===== src/rtl/av2_tile_decoder_real.sv =====
// Simplified AV2-style tile reconstruction: dequantizes 16 coefficient bytes per word,
// adds an intra (flat 128) or inter (reference sample) predictor, clamps and writes out.
module av2_tile_decoder_real #(
  parameter int MAX_WIDTH   = 64,
  parameter int MAX_HEIGHT  = 64,
  parameter int PIXEL_WIDTH = 10,
  parameter int MAX_SB_SIZE = 16
) (
  input  logic                   clk,
  input  logic                   rst_n,
  input  logic                   start,
  input  logic [15:0]            frame_width,
  input  logic [15:0]            frame_height,
  input  logic [7:0]             qindex,
  input  logic [1:0]             frame_type,
  input  logic [127:0]           tile_data,
  input  logic                   tile_valid,
  output logic                   tile_ready,
  output logic [31:0]            ref_read_addr,
  output logic                   ref_read_en,
  input  logic [PIXEL_WIDTH-1:0] ref_pixel_data,
  output logic [127:0]           recon_data,
  output logic [31:0]            recon_addr,
  output logic                   recon_wr_en,
  output logic                   tile_done
);

  typedef enum logic [1:0] {
    IDLE  = 2'd0,
    FETCH = 2'd1,
    WRITE = 2'd2,
    DONE  = 2'd3
  } state_t;

  localparam logic [15:0] MAX_W = 16'(MAX_WIDTH);
  localparam logic [15:0] MAX_H = 16'(MAX_HEIGHT);

  state_t         state_q, state_d;
  logic [31:0]    k_q, k_d;
  logic [31:0]    n_q, n_d;
  logic [5:0]     qstep_q, qstep_d;
  logic           inter_q, inter_d;
  logic [127:0]   pix_q, pix_d;

  logic [15:0]    w_eff, h_eff;
  logic [31:0]    n_start;
  logic [7:0]     pred;
  logic [127:0]   pix_calc;
  logic [31:0]    k_next;
  logic           unused_bits;

  // Residual is at most |-128 * 32| >> 4 = 256, so 16-bit signed math cannot overflow before the clamp.
  function automatic logic [7:0] recon_pixel(input logic [7:0] coef,
                                             input logic [5:0] qstep,
                                             input logic [7:0] pred_px);
    logic signed [15:0] c;
    logic signed [15:0] q;
    logic signed [15:0] r;
    logic signed [15:0] s;
    c = $signed({{8{coef[7]}}, coef});
    q = $signed({10'd0, qstep});
    r = (c * q) >>> 4;
    s = $signed({8'd0, pred_px}) + r;
    if (s < 16'sd0) begin
      return 8'd0;
    end else if (s > 16'sd255) begin
      return 8'd255;
    end
    return s[7:0];
  endfunction

  always_comb begin
    w_eff    = (frame_width  > MAX_W) ? MAX_W : frame_width;
    h_eff    = (frame_height > MAX_H) ? MAX_H : frame_height;
    n_start  = (32'(w_eff) * 32'(h_eff) * 32'd3) >> 5;
    pred     = inter_q ? ref_pixel_data[PIXEL_WIDTH-1 -: 8] : 8'd128;
    k_next   = k_q + 32'd1;
    pix_calc = '0;
    for (int i = 0; i < 16; i++) begin
      pix_calc[8*i +: 8] = recon_pixel(tile_data[8*i +: 8], qstep_q, pred);
    end
  end

  always_comb begin
    state_d = state_q;
    k_d     = k_q;
    n_d     = n_q;
    qstep_d = qstep_q;
    inter_d = inter_q;
    pix_d   = pix_q;
    case (state_q)
      IDLE: begin
        if (start) begin
          k_d     = '0;
          n_d     = n_start;
          qstep_d = {1'b0, qindex[7:3]} + 6'd1;
          inter_d = (frame_type != 2'd0);
          state_d = (n_start == 32'd0) ? DONE : FETCH;
        end
      end
      FETCH: begin
        if (tile_valid) begin
          pix_d   = pix_calc;
          state_d = WRITE;
        end
      end
      WRITE: begin
        k_d     = k_next;
        state_d = (k_next < n_q) ? FETCH : DONE;
      end
      DONE: begin
        state_d = IDLE;
      end
      default: begin
        state_d = IDLE;
      end
    endcase
  end

  always_ff @(posedge clk or negedge rst_n) begin
    if (!rst_n) begin
      state_q <= IDLE;
      k_q     <= '0;
      n_q     <= '0;
      qstep_q <= 6'd1;
      inter_q <= 1'b0;
      pix_q   <= '0;
    end else begin
      state_q <= state_d;
      k_q     <= k_d;
      n_q     <= n_d;
      qstep_q <= qstep_d;
      inter_q <= inter_d;
      pix_q   <= pix_d;
    end
  end

  // Outputs decode straight from state so an asynchronous reset clears them at once.
  always_comb begin
    tile_ready    = (state_q == FETCH);
    ref_read_en   = (state_q == FETCH) && inter_q;
    ref_read_addr = ref_read_en ? {k_q[27:0], 4'd0} : 32'd0;
    recon_wr_en   = (state_q == WRITE);
    recon_addr    = k_q;
    recon_data    = pix_q;
    tile_done     = (state_q == DONE);
  end

  assign unused_bits = ^{qindex[2:0], ref_pixel_data, 32'(MAX_SB_SIZE)};

endmodule


===== config.mk =====
export PLATFORM = sky130hd
export DESIGN_NAME = av2_tile_decoder_real
export DESIGN_NICKNAME = d
export VERILOG_FILES = /design/src/rtl/av2_tile_decoder_real.sv
export SDC_FILE = /design/constraint.sdc
export NUM_CORES = 2
export LEC_CHECK = 0
export BUFFER_PORTS_ARGS = -buffer_cell sky130_fd_sc_hd__buf_4
export CORE_AREA = 2 2 368 370
export CTS_BUF_LIST = sky130_fd_sc_hd__clkbuf_8
export DETAILED_ROUTE_END_ITERATION = 8
export DIE_AREA = 0 0 370 372
export PLACE_DENSITY_LB_ADDON = 0.25
export SYNTH_ARGS = -nofsm -noshare
export SYNTH_HDL_FRONTEND = slang
export SYNTH_SLANG_ARGS = --single-unit

===== constraint.sdc =====
create_clock -name clk -period 9.9 [get_ports clk]
set_input_delay 2.97 -clock clk [delete_from_list [all_inputs] [get_ports clk]]
set_output_delay 2.97 -clock clk [all_outputs]
set_load 0.1 [all_outputs]

==> results.yml <==
status:
  outcome: "completed"
route:
  wl_um: 137000
  drt_iter0_markers: 1933
  vias_per_cell: 4.98
  drc_errors: 0
  ant_nets: 0
  dr_total_vias: 41900
  avgRoutedWirePerCell_um: 16.3
  first_pass_iters: 7
placed_design:
  finalWeightedCongestion: 0.850
  place_area_um2: 59600
  dp_cells: 8360
  dpl.hpwl_um: 111000
  io_buffers: 370
worst_setup_path:
  r2r_end: "recon_data[76]"
  critPathLaunchType: "primary input"
  crit_top_cell: "fa_1"
  timing.critical_path.required_ns: 10.52
  cp-end-kind: "flop"
  crit_path_end: "state_q[1]"
  rr_worst_depth: 27
  path_max_fanout: 5
  worstSetupPathType: "in -> reg"
  worst-r2r-setup-slack_ns: 2.35
  slowest_delay_ns: 0.56
  arrival_ns: 10.50
  cp-startpoint: "frame_height[2]"
  slowest_stage: "fa_1"
  r2r-start: "qstep_q[1]"
synthesis:
  synth_enable_flop_cells: 0
  ys_types: 112
  synth_flop_cell: "dfrtp_1"
  yosys_register_bits: 196
  yosysSeqAreaShare_pct: 9.21
  synth_cells: 6014
  synthTopCellsByArea: "fa_1, ha_1, dfrtp_1"
  yosys_warnings: 0
  avgSynthCellArea_um2: 8.86
  synth_top_area_share_pct: 28.3
  synth_most_common_cell: "inv_1"
  synth_common_cells: "inv_1, fa_1, ha_1, and2_1, nand2_1"
  yosys.area.top_type: "fa_1"
  syn_area_um2: 53300
  async_flop_share_pct: 100
cells_and_area:
  final_util_pct: 45.0
  fillers: 13200
  fin_area_um2: 60400
  areaGrowthSynthToFinish_pct: 13.4
  fin_nets: 8281
  final_layout_size_suffix_gt1_share_pct: 12.0
  final_cells: 8415
flow_run:
  max-cap-violations: 0
floorplanning:
  die_w_um: 370
  ios: 380
  die-area_um2: 138000
  start_util_pct: 39.7
  die-height_um: 372
  coreArea_um2: 134000
  std_cell_rows: 135
clock_tree:
  clockBufferDepth: 2
  htreeDepth: 4
  root_buffer: "clkbuf_8"
  clock_latency_ns: 0.67
  clkSinkCount: 196
  cts_hold_buf: 0
  path_clk_slew_ns: 0.14
  cts_tree: "yes"
  tritoncts.num_buffers: 17
timing:
  whs_ns: 0.498
  rsz0062_at_grt: "yes"
  fin_crit_ns: 9.88
  maxSlewViolCount: 0
  finalCritPeriodShare_pct: 99.8
  worst_pin_slew_ns: 0.969
  skew_ns: 0.0359
  hold_viol: 0
  slew_headroom_pct: 35.4
  fmax_ghz: 0.101
  setup_viol: 0
global_routing:
  groute.usage.overall_pct: 20.6
  grt_max_degree: 79
  grt_pass1_vias: 43300
  grt_pass1_wl_um: 225000
  antenna_found_initial: 30
  grt-ovfl-total: 0
worst_hold_path:
  holdCritPathClass: "reg -> reg"
cells by family after synthesis:
family                   Yosys count  share of synthesized area, %
adder cells (fa/ha/maj)         1491                          45.6
buffers and inverters           1247                          8.88
XOR/XNOR                         380                          6.28
flip-flops                       196                          9.21
other                              2                        0.0141
AND/OR/NAND/NOR                 1713                          16.6
multiplexers                      40                         0.857
AO/OA/AOI/OAI                    945                          12.6
worst min path at each step:
stage,from,end,depth (start not counted)
2_1_floorplan,n_q[0],n_q[0],2
3_3_place_gp,n_q[15],n_q[15],2
3_5_place_dp,n_q[21],n_q[21],2
4_1_cts,n_q[15],n_q[15],2
5_1_grt,n_q[20],n_q[20],2
6_report,n_q[3],n_q[3],2
final cells by class:
cell class | instances | area (um^2) | area share, %
tap | 1781 | 2230 | 3.69
clock inverter | 15 | 189 | 0.313
timing repair buffer | 530 | 4000 | 6.63
antenna | 13 | 32.5 | 0.0539
multi-input combinational | 4780 | 44700 | 74.0
clock buffer | 17 | 234 | 0.387
sequential | 196 | 4930 | 8.16
inverter | 1083 | 4070 | 6.73
through the flow:
step                worst slack, ns  TNS, ns
floorplan                    0.0114        0
global placement             -0.590   -0.695
detailed placement           -0.761    -1.02
CTS                         0.00749        0
global route                 -0.243   -0.243
finish                       0.0225        0
worst max-delay path: cells and delay by family:
family,cells,cell delay (ns)
buffers and inverters,5,0.40
and+or+nand+nor,12,1.86
xor gates and xnor gates,1,0.22
AOI/OAI and AO/OA,7,1.47
adders and majority gates,8,3.54
flip-flops by register name, indices dropped and copies added, names as in the netlist:
signal / cells
recon_data: 128
recon_addr: 32
n_q: 27
qstep_q: 6
state_q: 2
inter_q: 1
cells in the final DEF, fill, tap and decap left out, types with 153 or more instances in the layout:
master / count
and2_1: 510
nor2_1: 296
ha_1: 732
a21oi_1: 271
inv_1: 1080
nand2_1: 445
o21ai_0: 153
conb_1: 211
fa_1: 754
dfrtp_1: 190
xnor2_1: 262
buf_4: 523
per-layer routing:
metal,vias up,track usage [%],part of all wire [%]
met5,-,0,0.10
met4,24,5.07,2.1
met3,139,4.13,5.5
met2,661,35.7,48
met1,20600,26.3,44
li1,20400,-,-
timing repair:
| item | in CTS | in global routing |
|---|---|---|
| pin swaps | 0 | 44 |
| gates resized for setup | 1 | 64 |
| gates cloned | 0 | 1 |
| buffers inserted | 0 | 9 |
| endpoints found under the setup margin | 1 | 1 |
Power is left out: the tool's default activity adds up to more than one toggle a clock period on the data nets, which glitch-free logic cannot reach.
